$ cat src/rtl/sail_mem_arb_pkg.sv
// Shared types for the Sail emulator memory arbiter: FSM states, requester
// ids, the latched request record and the byte-count clamp helper.
package sail_mem_arb_pkg;

  localparam int unsigned MAX_BYTES_DEF = 8;
  localparam int unsigned ADDR_W_DEF    = 64;
  localparam int unsigned NB_W_DEF      = $clog2(MAX_BYTES_DEF + 1);

  typedef enum logic [1:0] {
    IDLE = 2'd0,
    XFER = 2'd1,
    RESP = 2'd2
  } state_e;

  typedef enum logic {
    REQ_D = 1'b0,
    REQ_I = 1'b1
  } req_id_e;

  // Request captured at acceptance; sized by the package defaults, so the
  // top-level parameters must stay at those defaults unless this changes too.
  typedef struct packed {
    logic                         write;
    logic [ADDR_W_DEF-1:0]        addr;
    logic [NB_W_DEF-1:0]          nbytes;
    logic [8*MAX_BYTES_DEF-1:0]   wdata;
  } req_t;

  // Oversized requests are shortened to the widest transfer we can buffer.
  function automatic logic [NB_W_DEF-1:0] clamp_nbytes(input logic [NB_W_DEF-1:0] nb);
    return (nb > NB_W_DEF'(MAX_BYTES_DEF)) ? NB_W_DEF'(MAX_BYTES_DEF) : nb;
  endfunction

endpackage

$ cat src/rtl/sail_rr_arb2.sv
// Two-way round-robin picker. Bit 0 is the data requester, bit 1 is
// instruction fetch; ptr names the requester that won most recently.
module sail_rr_arb2
  import sail_mem_arb_pkg::*;
(
  input  logic [1:0] valid,
  input  req_id_e    ptr,
  output logic [1:0] grant
);

  // A lone requester always wins; on a tie the one not granted last wins.
  always_comb begin
    grant = 2'b00;
    case (valid)
      2'b01:   grant = 2'b01;
      2'b10:   grant = 2'b10;
      2'b11:   grant = (ptr == REQ_I) ? 2'b01 : 2'b10;
      default: grant = 2'b00;
    endcase
  end

endmodule

$ cat src/rtl/sail_mem_arbiter.sv
// Shares the byte-wide emulator memory port between the data and fetch
// requesters, serialising each request into one byte per handshake and
// assembling read bytes little-endian.
// Optional: define SAIL_MEM_ARB_PERF_EN to add saturating grant and stall
// counters (perf_d_grants, perf_i_grants, perf_stall_cycles).
module sail_mem_arbiter
  import sail_mem_arb_pkg::*;
#(
  parameter int MAX_BYTES = MAX_BYTES_DEF,
  parameter int ADDR_W    = ADDR_W_DEF,
  parameter int NB_W      = $clog2(MAX_BYTES + 1)
) (
  input  logic                   clk,
  input  logic                   rst,
  input  logic                   d_req_valid,
  output logic                   d_req_ready,
  input  logic                   d_req_write,
  input  logic [ADDR_W-1:0]      d_req_addr,
  input  logic [NB_W-1:0]        d_req_nbytes,
  input  logic [8*MAX_BYTES-1:0] d_req_wdata,
  output logic                   d_rsp_valid,
  output logic [8*MAX_BYTES-1:0] d_rsp_rdata,
  input  logic                   i_req_valid,
  output logic                   i_req_ready,
  input  logic [ADDR_W-1:0]      i_req_addr,
  input  logic [NB_W-1:0]        i_req_nbytes,
  output logic                   i_rsp_valid,
  output logic [8*MAX_BYTES-1:0] i_rsp_rdata,
  output logic                   mem_valid,
  input  logic                   mem_ready,
  output logic                   mem_we,
  output logic [ADDR_W-1:0]      mem_addr,
  output logic [7:0]             mem_wdata,
  input  logic [7:0]             mem_rdata
`ifdef SAIL_MEM_ARB_PERF_EN
  ,
  output logic [31:0]            perf_d_grants,
  output logic [31:0]            perf_i_grants,
  output logic [31:0]            perf_stall_cycles
`endif
);

  state_e                 state_q, state_d;
  req_t                   req_q, req_d;
  req_id_e                owner_q, owner_d;
  req_id_e                last_q, last_d;
  logic [NB_W-1:0]        k_q, k_d;
  logic [8*MAX_BYTES-1:0] buf_q, buf_d;
  logic [1:0]             grant;
  logic [MAX_BYTES-1:0]   lane_sel;
  logic                   in_xfer;

  sail_rr_arb2 u_rr (
    .valid ({i_req_valid, d_req_valid}),
    .ptr   (last_q),
    .grant (grant)
  );

  // Grants are only offered while idle; they depend on flops and req_valid only.
  assign d_req_ready = (state_q == IDLE) && grant[0];
  assign i_req_ready = (state_q == IDLE) && grant[1];
  assign in_xfer     = (state_q == XFER);

  // One-hot byte-lane select for the byte currently on the memory port.
  generate
    for (genvar gi = 0; gi < MAX_BYTES; gi++) begin : g_lane
      assign lane_sel[gi] = (k_q == NB_W'(gi));
    end
  endgenerate

  // Next-state logic: accept in IDLE, step bytes in XFER, retire in RESP.
  always_comb begin
    state_d = state_q;
    req_d   = req_q;
    owner_d = owner_q;
    last_d  = last_q;
    k_d     = k_q;
    buf_d   = buf_q;
    case (state_q)
      IDLE: begin
        if (d_req_ready || i_req_ready) begin
          owner_d      = d_req_ready ? REQ_D : REQ_I;
          req_d.write  = d_req_ready ? d_req_write : 1'b0;
          req_d.addr   = d_req_ready ? d_req_addr : i_req_addr;
          req_d.nbytes = clamp_nbytes(d_req_ready ? d_req_nbytes : i_req_nbytes);
          req_d.wdata  = d_req_ready ? d_req_wdata : '0;
          k_d          = '0;
          buf_d        = '0;
          state_d      = (req_d.nbytes == '0) ? RESP : XFER;
        end
      end
      XFER: begin
        if (mem_ready) begin
          if (!req_q.write) begin
            for (int b = 0; b < MAX_BYTES; b++) begin
              if (lane_sel[b]) buf_d[8*b +: 8] = mem_rdata;
            end
          end
          k_d = k_q + NB_W'(1);
          if ((k_q + NB_W'(1)) == req_q.nbytes) state_d = RESP;
        end
      end
      RESP: begin
        last_d  = owner_q;
        state_d = IDLE;
      end
      default: state_d = IDLE;
    endcase
  end

  // State and datapath registers; reset aborts any transfer in flight.
  always_ff @(posedge clk) begin
    if (rst) begin
      state_q <= IDLE;
      req_q   <= '0;
      owner_q <= REQ_D;
      last_q  <= REQ_I;
      k_q     <= '0;
      buf_q   <= '0;
    end else begin
      state_q <= state_d;
      req_q   <= req_d;
      owner_q <= owner_d;
      last_q  <= last_d;
      k_q     <= k_d;
      buf_q   <= buf_d;
    end
  end

  // Memory port is decoded purely from registered state, so it holds during stalls.
  always_comb begin
    mem_valid = in_xfer;
    mem_we    = in_xfer && req_q.write;
    mem_addr  = in_xfer ? (req_q.addr + ADDR_W'(k_q)) : '0;
    mem_wdata = '0;
    for (int b = 0; b < MAX_BYTES; b++) begin
      if (in_xfer && lane_sel[b]) mem_wdata = req_q.wdata[8*b +: 8];
    end
  end

  // Response pulse routed to the requester that owns the finished transfer.
  always_comb begin
    d_rsp_valid = (state_q == RESP) && (owner_q == REQ_D);
    i_rsp_valid = (state_q == RESP) && (owner_q == REQ_I);
    d_rsp_rdata = d_rsp_valid ? buf_q : '0;
    i_rsp_rdata = i_rsp_valid ? buf_q : '0;
  end

  // Flag oversized byte counts at acceptance; the datapath clamps them.
  always_ff @(posedge clk) begin
    if (!rst && d_req_ready) assert (d_req_nbytes <= NB_W'(MAX_BYTES));
    if (!rst && i_req_ready) assert (i_req_nbytes <= NB_W'(MAX_BYTES));
  end

`ifdef SAIL_MEM_ARB_PERF_EN
  logic [31:0] perf_d_q, perf_d_d;
  logic [31:0] perf_i_q, perf_i_d;
  logic [31:0] perf_s_q, perf_s_d;

  // Saturating event counters.
  always_comb begin
    perf_d_d = perf_d_q;
    perf_i_d = perf_i_q;
    perf_s_d = perf_s_q;
    if (d_req_ready && (perf_d_q != '1)) perf_d_d = perf_d_q + 32'd1;
    if (i_req_ready && (perf_i_q != '1)) perf_i_d = perf_i_q + 32'd1;
    if (in_xfer && !mem_ready && (perf_s_q != '1)) perf_s_d = perf_s_q + 32'd1;
  end

  // Counter registers, cleared by reset.
  always_ff @(posedge clk) begin
    if (rst) begin
      perf_d_q <= '0;
      perf_i_q <= '0;
      perf_s_q <= '0;
    end else begin
      perf_d_q <= perf_d_d;
      perf_i_q <= perf_i_d;
      perf_s_q <= perf_s_d;
    end
  end

  assign perf_d_grants     = perf_d_q;
  assign perf_i_grants     = perf_i_q;
  assign perf_stall_cycles = perf_s_q;
`endif

endmodule
$ cat config.mk
export PLATFORM = sky130hd
export DESIGN_NAME = sail_mem_arbiter
export DESIGN_NICKNAME = d
export VERILOG_FILES = /design/src/rtl/sail_mem_arb_pkg.sv /design/src/rtl/sail_rr_arb2.sv /design/src/rtl/sail_mem_arbiter.sv
export SDC_FILE = /design/constraint.sdc
export NUM_CORES = 1
export LEC_CHECK = 0
export ABC_AREA = 1
export BUFFER_PORTS_ARGS = -buffer_cell sky130_fd_sc_hd__buf_2
export CORE_MARGIN = 4
export CORE_UTILIZATION = 47
export CTS_BUF_LIST = sky130_fd_sc_hd__clkbuf_4 sky130_fd_sc_hd__clkbuf_8
export DETAILED_ROUTE_END_ITERATION = 10
export PLACE_DENSITY = 0.76
export SLEW_MARGIN = 25
export SYNTH_ARGS = -nofsm -noshare
export SYNTH_HDL_FRONTEND = slang
export SYNTH_SLANG_ARGS = --single-unit
$ cat constraint.sdc
create_clock -name clk -period 2.6 [get_ports clk]
set_input_delay 0.26 -clock clk [delete_from_list [all_inputs] [get_ports clk]]
set_output_delay 0.26 -clock clk [all_outputs]
set_load 0.005 [all_outputs]
Yosys cells after proc, flatten, opt, wreduce, memory -nomap -nowiden
Cells that the tools add are included.
W data, S select, Z words.
{"block": "totals", "reg_bits": 205, "inputBits": 214, "elab_cells": 113}
{"block": "classes", "add_sub_neg": 2, "n_lt_le_gt_ge": 1, "n_eq_ne": 25, "n_mux": 39, "bitwise": 1, "reduce_logical": 29}
{"cell": "$mux W64", "n": 8}
{"cell": "$mux W8", "n": 16}
{"cell": "$pmux W64 S2", "n": 1}
{"cell": "$add A64 B4 Y64", "n": 1}
{"cell": "$reduce_and A5 Y1", "n": 8}
{"cell": "$ne A2 B2 Y1 const B", "n": 10}
{"cell": "$eq A4 B3 Y1 const B", "n": 4}
{"cell": "$mux W4", "n": 4}
{"cell": "$logic_and A1 B1 Y1", "n": 13}
{"cell": "$mux W2", "n": 5}
{"cell": "$eq A4 B2 Y1 const B", "n": 2}
{"cell": "$logic_not A4 Y1", "n": 2}
{"cell": "$pmux W4 S2", "n": 1}
{"cell": "$eq A2 B2 Y1 const B", "n": 3}
{"cell": "$pmux W2 S3", "n": 1}
{"cell": "$reduce_and A3 Y1", "n": 2}
{"cell": "$add A4 B1 Y4 const B", "n": 1}
{"cell": "$eq A2 B1 Y1 const B", "n": 2}
{"cell": "$eq A4 B1 Y1 const B", "n": 1}
{"cell": "$eq A4 B4 Y1", "n": 1}
{"cell": "$gt A4 B4 Y1 const B", "n": 1}
{"cell": "$ne A2 B1 Y1 const B", "n": 2}
{"cell": "$pmux W2 S2", "n": 1}
{"cell": "$logic_not A2 Y1", "n": 1}
{"cell": "other kinds (5)", "n": 6}

Depth between registers and ports, before layout
Gate-level depths: netlist of the first run.
{"block": "logic_depth", "ltp_word": 10, "ltp_mapped": 14, "ltp_nobuf": 13}

By module
A second synthesis of the first run with hierarchy kept.
{"block": "unflattened", "hier_cells": 1923, "area_unflattened_um2": 11831.3}
{"module": "sail_mem_arbiter", "n_inst": 1, "cells_each": 1918, "area_per_inst_um2": 11810.1, "seq_area_each_um2": 4103.9}
{"module": "sail_rr_arb2", "n_inst": 1, "cells_each": 5, "area_per_inst_um2": 21.3, "seq_area_each_um2": 0.0}

Worst setup path before layout of the first run
OpenSTA, ideal clock, no wires.
{"block": "synth_timing", "path_kind": "register to output", "start": "register k_q[0]", "end": "output port mem_addr[62]", "arrival_time_ps": 1924, "path_slack_ps": 416, "path_stages_with_launch": 13, "n_path_buf": 0, "cell_sequence": "dfxtp_1 > ha_1 > fa_1 > nand3_1 > nand3_1 > nand2_1 > nor2_2 > nand2_1 > nor3_2 > nand2_1 > nand2_1 > nand2_1 > nor2_1"}
{"block": "synth_via", "elab_chain_len": 2}
{"item": "start: declaration", "line": "sail_mem_arbiter.sv:47", "rtl": "logic [NB_W-1:0] k_q, k_d;"}
{"item": "start signal: assignment", "line": "sail_mem_arbiter.sv:125", "rtl": "k_q <= k_d;"}
{"item": "$add A64 B4 Y64", "line": "sail_mem_arbiter.sv:134", "rtl": "mem_addr = in_xfer ? (req_q.addr + ADDR_W'(k_q)) : '0;"}
{"item": "$mux W64", "line": "sail_mem_arbiter.sv:134"}
{"item": "end: declaration", "line": "sail_mem_arbiter.sv:32", "rtl": "output logic [ADDR_W-1:0] mem_addr,"}
No other way between the ends.

Worst setup path after layout of the first run
{"block": "layout_timing", "start": "register req_q[68] (netlist bit)", "end": "output port mem_addr[6]"}
{"block": "layout_via", "elab_chain_len": 2}
{"item": "start: declaration", "line": "sail_mem_arbiter.sv:44", "rtl": "req_t req_q, req_d;"}
{"item": "start signal: assignment", "line": "sail_mem_arbiter.sv:122", "rtl": "req_q <= req_d;"}
{"item": "$add A64 B4 Y64", "line": "sail_mem_arbiter.sv:134"}
{"item": "$mux W64", "line": "sail_mem_arbiter.sv:134"}
No other way between the ends.

==> results of run 1 <==
[worst paths after layout]
| check | to | from | cells after the start | slack (ns) |
|---|---|---|---|---|
| max reg2reg | req_q[65]$_SDFFE_PP0P_ | last_q$_SDFFE_PP1N_ | 11 | 0.37 |
| min | req_q[85]$_SDFFE_PP0P_ | d_req_addr[17] | 5 | 0.06 |
| min reg2reg | req_q[49]$_SDFFE_PP0P_ | req_q[49]$_SDFFE_PP0P_ | 2 | 0.46 |
| max | mem_addr[6] | req_q[68]$_SDFFE_PP0P_ | 10 | -0.15 |
[cell usage in the layout, fill, tap and decap left out, types with 24 or more instances in the layout]
cell type | synthesis | routed
buf_4 | 1 | 83
nor2_2 | 7 | 39
o211ai_1 | 65 | 65
nand3_2 | 4 | 25
dlygate4sd3_1 | 0 | 66
o21ai_1 | 21 | 28
nand4_1 | 28 | 28
nand2_1 | 504 | 439
nand3_1 | 124 | 96
dfxtp_1 | 205 | 173
inv_1 | 244 | 222
xor2_1 | 37 | 29
o21ai_0 | 63 | 54
clkbuf_8 | 0 | 44
nand2_2 | 2 | 51
nor2_4 | 5 | 24
a21oi_1 | 120 | 115
buf_2 | 25 | 418
nor2_1 | 369 | 318
[per-stage QoR]
stage                     power [W]  hold WS (ns)  instances  instance area [um2]  utilization [%]
after global routing         0.0176        0.0712       2879                17800             70.3
final                        0.0165        0.0629       2879                17800             70.3
after floorplan             0.00965         0.409       1999                12200                -
after CTS                    0.0156        0.0429       2845                16800             66.5
after global placement       0.0118         0.446       2701                14700             58.2
after detailed placement     0.0119         0.451       2701                14700             58.2
[layer usage]
metal / up-vias / track usage [%] / routed length (um)
li1: 7364 / - / -
met1: 7074 / 40.6 / 20500
met2: 759 / 52.9 / 23900
met3: 120 / 5.44 / 3980
met4: 0 / 10.1 / 1490
met5: - / 0 / 0
[cell families (layout without fill, tap and decap cells)]
family                     Yosys count  in the layout  share of synthesized area, %
and+or+nand+nor                   1109           1111                          37.9
buffers and inverters              353            901                          11.4
AOI/OAI and AO/OA                  283            283                          13.2
DFF                                205            205                          33.6
xor gates and xnor gates            40             40                          2.87
adders and majority gates            9              9                         0.984
[critical path: cells and delay by family (launching register included)]
| kind | cells | cell delay [ns] |
|---|---|---|
| and+or+nand+nor | 3 | 0.33 |
| adders and majority gates | 2 | 0.53 |
| DFF | 1 | 0.35 |
| buffers and inverters | 4 | 0.44 |
| AOI/OAI and AO/OA | 1 | 0.30 |
[registers in the layout, indices dropped and copies added (netlist names)]
register / cells
buf_q: 64
k_q: 4
last_q: 1
owner_q: 1
req_q: 133
state_q: 2
[final cells by class]
class,instances,area [um2]
clock buffers,57,703
repair buffers,589,3690
flip-flops and latches,205,4170
well taps,330,413
inverters,249,955
multi-input cells,1443,7810
clock inverters,6,65.1
fillers,2125,7520
[timing repair]
item,CTS,global route
pin swaps,37,95
hold endpoints to repair,66,0
gates cloned,0,3
setup buffers,15,31
setup endpoints to repair,68,70
hold buffers,66,0
resized for setup,146,209
[power breakdown]
part	internal, W	leakage [nW]	switching (W)	total [W]
combinational	0.00287	6.58	0.00541	0.00828
sequential	0.00416	1.70	0.000859	0.00502
clock	0.00182	0.413	0.00138	0.00320
==> results.toml, run 1 <==
[routing]
wirelength_um = 49800
via_per_inst = 5.32
via_count = 15300
antenna_left = 0
drt_first_pass_iters = 7
wl_per_cell_um = 17.3
drc = 0
dr.first_iter.drc_count = 1306

[floorplan]
initial_core_util_pct = 48.2
io_pins = 420
rows = 58
die-area_um2 = 28600
die_height_um = 169
die_x_um = 169
core_um2 = 25300

[setup_path]
worstPathArrival_ns = 2.49
crit_path_frequent_cell = "buf_4"
crit_type = "flop to primary output"
crit_required_ns = 2.34
start_kind = "flop"
path_max_fanout = 4
cp-end-kind = "primary output"
cpMaxStageDelayCell = "dfxtp_4"
crit_chain = "ha_4, fa_2, nand3_2, nand3_4, nand2_4, buf_4, buf_4, inv_1, a211oi_1, buf_2"
slowest_delay_ns = 0.35

[logic_synthesis]
synth_warnings = 0
async_flop_share_pct = 0
synth_ff_type = "dfxtp_1"
yosysSeqAreaShare_pct = 33.6
synthDominantCellAreaShare_pct = 33.6
ys_seq_elements = 205
ys_top_cells_by_area = "dfxtp_1 (34%), nand2_1 (16%), nor2_1 (11%)"
synth_area_leader_cell = "dfxtp_1"
syn_nets = 2222
yosys-top-cells-count = "nand2_1 (504), nor2_1 (369), inv_1 (244), dfxtp_1 (205), nand3_1 (124)"
syn_inst = 1999
synthDistinctLibCells = 42
syn-cell-area_um2 = 12200
syn_area_per_cell_um2 = 6.10
synth_edf_count = 0
synth.most_common_cell = "nand2_1"

[global_routing]
antenna_found_initial = 0
grt_pass1_vias = 14300
grt_first_pass_wirelength_um = 73300
grt_usage_pct = 31.2
grt_max_degree = 136
gr-total-overflow = 0

[layout]
drive_gt1_share_pct = 34.4
syn2layout_area_growth_pct = 46.0
antenna_cells = 0
nets = 2748

[clocking]
clock_path_buffers = 3
ctsHtreeMaxLevel = 2
clock_sinks = 205
cts_buffers = 37
cts_tree = "built"
clockRootBuffer = "clkbuf_8"
path_clk_slew_ns = 0.06
clock_latency_ns = 0.55

[timing]
finalHoldViolCount = 0
finClkSkew_ns = 0.0213
fmax_ghz = 0.364
worst_slack_ns = -0.149
slew_viol_final = 0
slew_headroom_pct = 47.5
worst_pin_slew_ns = 0.788
period_share_pct = 106
setup-tns-final_ns = -1.97
setup_violations = 40
rsz0062_at_grt = "true"
period_needed_ns = 2.75

[pwr]
p_per_area_nw_per_um2 = 927
p_leak_nw = 8.69
peakVddDrop_mv = 1.22

[job]
drv_cap = 0

[hold_path]
min_path_type = "input port to flop"

[run_status]
status = "finished with violations"
violations = "negative setup slack"

[placement]
pre_cts_ws_ns = 0.124
gp_congestion = 0.999
port_buffers = 419
dp_hpwl_um = 34600
Note: power is estimated with default switching activity, not from simulation.
==> run 2: changes to the inputs <==
ABC_AREA = 0   (was 1)
PLACE_DENSITY = 0.77   (was 0.76)
==> results.toml, run 2 <==
[global_routing]
grt_pass1_vias = 13000
grt_first_pass_wirelength_um = 69000
antenna_found_initial = 5
grt_max_degree = 87
gr-total-overflow = 0
grt_usage_pct = 32.0

[layout]
top_register = "req_q"
final_common_cell = "buf_2"
fin_util_pct = 72.0
largest_reg_flops = 133
nets = 2250
reg.largest.list = "req_q (133), buf_q (64), k_q (4)"
syn2layout_area_growth_pct = 51.0
final_cell_mix = "buf_2 (418), nor2_1 (271), nand2_1 (190)"
drive_gt1_share_pct = 34.4

[placement]
dp_hpwl_um = 29000
gp_congestion = 0.924
port_buffers = 419

[setup_path]
crit_required_ns = 2.34
worstPathArrival_ns = 2.97
path_max_fanout = 4
crit_type = "flop to primary output"
r2r_slack_ns = 0.07
cp-end-kind = "primary output"
start_kind = "flop"

[routing]
wirelength_um = 45900
wl_per_cell_um = 19.4
drt_first_pass_iters = 8
via_per_inst = 5.74
drc = 0
dr.first_iter.drc_count = 1549
antenna_left = 0
via_count = 13600

[hold_path]
min_path_type = "input port to flop"

[floorplan]
initial_core_util_pct = 47.7
die-area_um2 = 26300
die_height_um = 162
rows = 56
io_pins = 420
die_x_um = 162
core_um2 = 23500

[timing]
finClkSkew_ns = 0.0258
slew_viol_final = 0
fmax_ghz = 0.310
period_needed_ns = 3.23
worst_slack_ns = -0.625
holdWs_ns = -0.000890
finalHoldViolCount = 1
rsz0062_at_grt = "true"
worst_pin_slew_ns = 0.716
slew_headroom_pct = 52.3
setup-tns-final_ns = -23.72
period_share_pct = 124
setup_violations = 68

[run_status]
status = "finished with violations"
violations = "negative hold slack, negative setup slack"

[logic_synthesis]
synth_ff_type = "dfxtp_1"
yosysSeqAreaShare_pct = 36.7
syn_inst = 1465
async_flop_share_pct = 0
ys_seq_elements = 205
synthDominantCellAreaShare_pct = 36.7
synthDistinctLibCells = 53
synth.most_common_cell = "nor2_1"
syn-cell-area_um2 = 11200
yosys-top-cells-count = "nor2_1 (273), dfxtp_1 (205), nand2_1 (191), and2_1 (140), clkbuf_1 (110)"
synth_area_leader_cell = "dfxtp_1"
ys_top_cells_by_area = "dfxtp_1 (37%), nor2_1 (9.2%), and2_1 (7.8%)"
syn_area_per_cell_um2 = 7.64
synth_edf_count = 0
synth_warnings = 0
syn_nets = 1688

[clocking]
clockRootBuffer = "clkbuf_8"
path_clk_slew_ns = 0.07
clock_path_buffers = 3
clock_latency_ns = 0.54
cts_buffers = 34
cts_tree = "built"
ctsHtreeMaxLevel = 2
clock_sinks = 205

[job]
drv_cap = 0

[pwr]
peakVddDrop_mv = 0.450
p_leak_nw = 7.93
p_per_area_nw_per_um2 = 596
[run 2: cell types whose count changed after synthesis, moves of 46 or more]
cell and change:
a21oi_1 -80, a22oi_1 +74, a311oi_1 +68, and2_1 +138
clkbuf_1 +46, inv_1 -228, mux2i_1 +68, nand2_1 -313
nand3_1 -106, nor2_1 -96, o211ai_1 -61
[run 2: final timing paths]
path	endpoint	start	depth (start not counted)
hold reg to reg	req_q[45]$_SDFFE_PP0P_	req_q[45]$_SDFFE_PP0P_	2
setup reg to reg	req_q[121]$_SDFFE_PP0P_	state_q[0]$_SDFFE_PP0P_	7
setup / recovery	mem_addr[48]	req_q[87]$_SDFFE_PP0P_	7
hold / removal	req_q[96]$_SDFFE_PP0P_	i_req_addr[28]	3
[run 2: cell type report]
cell class / count / area [um2]
Tap cell: 319 / 399
Inverter: 17 / 63.8
Sequential cell: 205 / 4130
Clock buffer: 54 / 662
Multi-Input combinational cell: 1112 / 7080
Fill cell: 1753 / 6580
Antenna cell: 2 / 5.00
Clock inverter: 5 / 33.8
Timing Repair Buffer: 657 / 4520
[run 2: per-layer routing]
layer / global-route usage, % / wire length (um)
met1: 38.8 / 17000
met4: 15.9 / 2640
met3: 6.95 / 4480
met2: 53.8 / 21700
met5: 0 / 33
[run 2: logic make-up (layout without fill, tap and decap cells)]
logic type               count (synthesis)  after routing  synth area share (%)
AO/OA/AOI/OAI                          248            248                  16.2
other                                    0              2                     0
flip-flops                             205            205                  36.7
AND/OR/NAND/NOR                        741            742                  31.4
adder cells (fa/ha/maj)                  9              9                  1.07
buffers and inverters                  149            733                  5.08
XOR/XNOR                                45             45                  3.52
multiplexers                            68             68                  6.08
[run 2: critical path, cell delays in order, from the launching register on]
cell and delay (ns):
dfxtp_2 0.33, nand4_1 0.16, or4_4 0.63, buf_6 0.16, or3_4 0.36, or4_1 0.47
a21oi_1 0.18, buf_2 0.15
[run 2: timing repair]
item                                    CTS  global route
buffers inserted                         34            19
gates cloned                              3             1
endpoints found under the hold margin    95             0
endpoints found under the setup margin   68            68
hold buffers                            103             0
gates resized for setup                 119            52
pin swaps                                59            43
[run 2: stage by stage]
step                area (um2)  worst slack, ns  power [W]  cells  hold slack (ns)
CTS                      16600           -0.513    0.00993   2354         0.000347
global placement         14000          -0.0851    0.00672   2155            0.474
global route             16900           -0.694     0.0106   2371          0.00679
finish                   16900           -0.625     0.0101   2371        -0.000890
floorplan                11200          0.00395    0.00565   1465            0.411
detailed placement       14000          -0.0859    0.00679   2155            0.482
[run 2: power by group]
group	leakage (nW)	internal, W	switching (W)
clock network	0.367	0.00162	0.00135
registers	1.69	0.00357	0.000353
logic	5.88	0.00136	0.00183
total	7.93	0.00655	0.00353
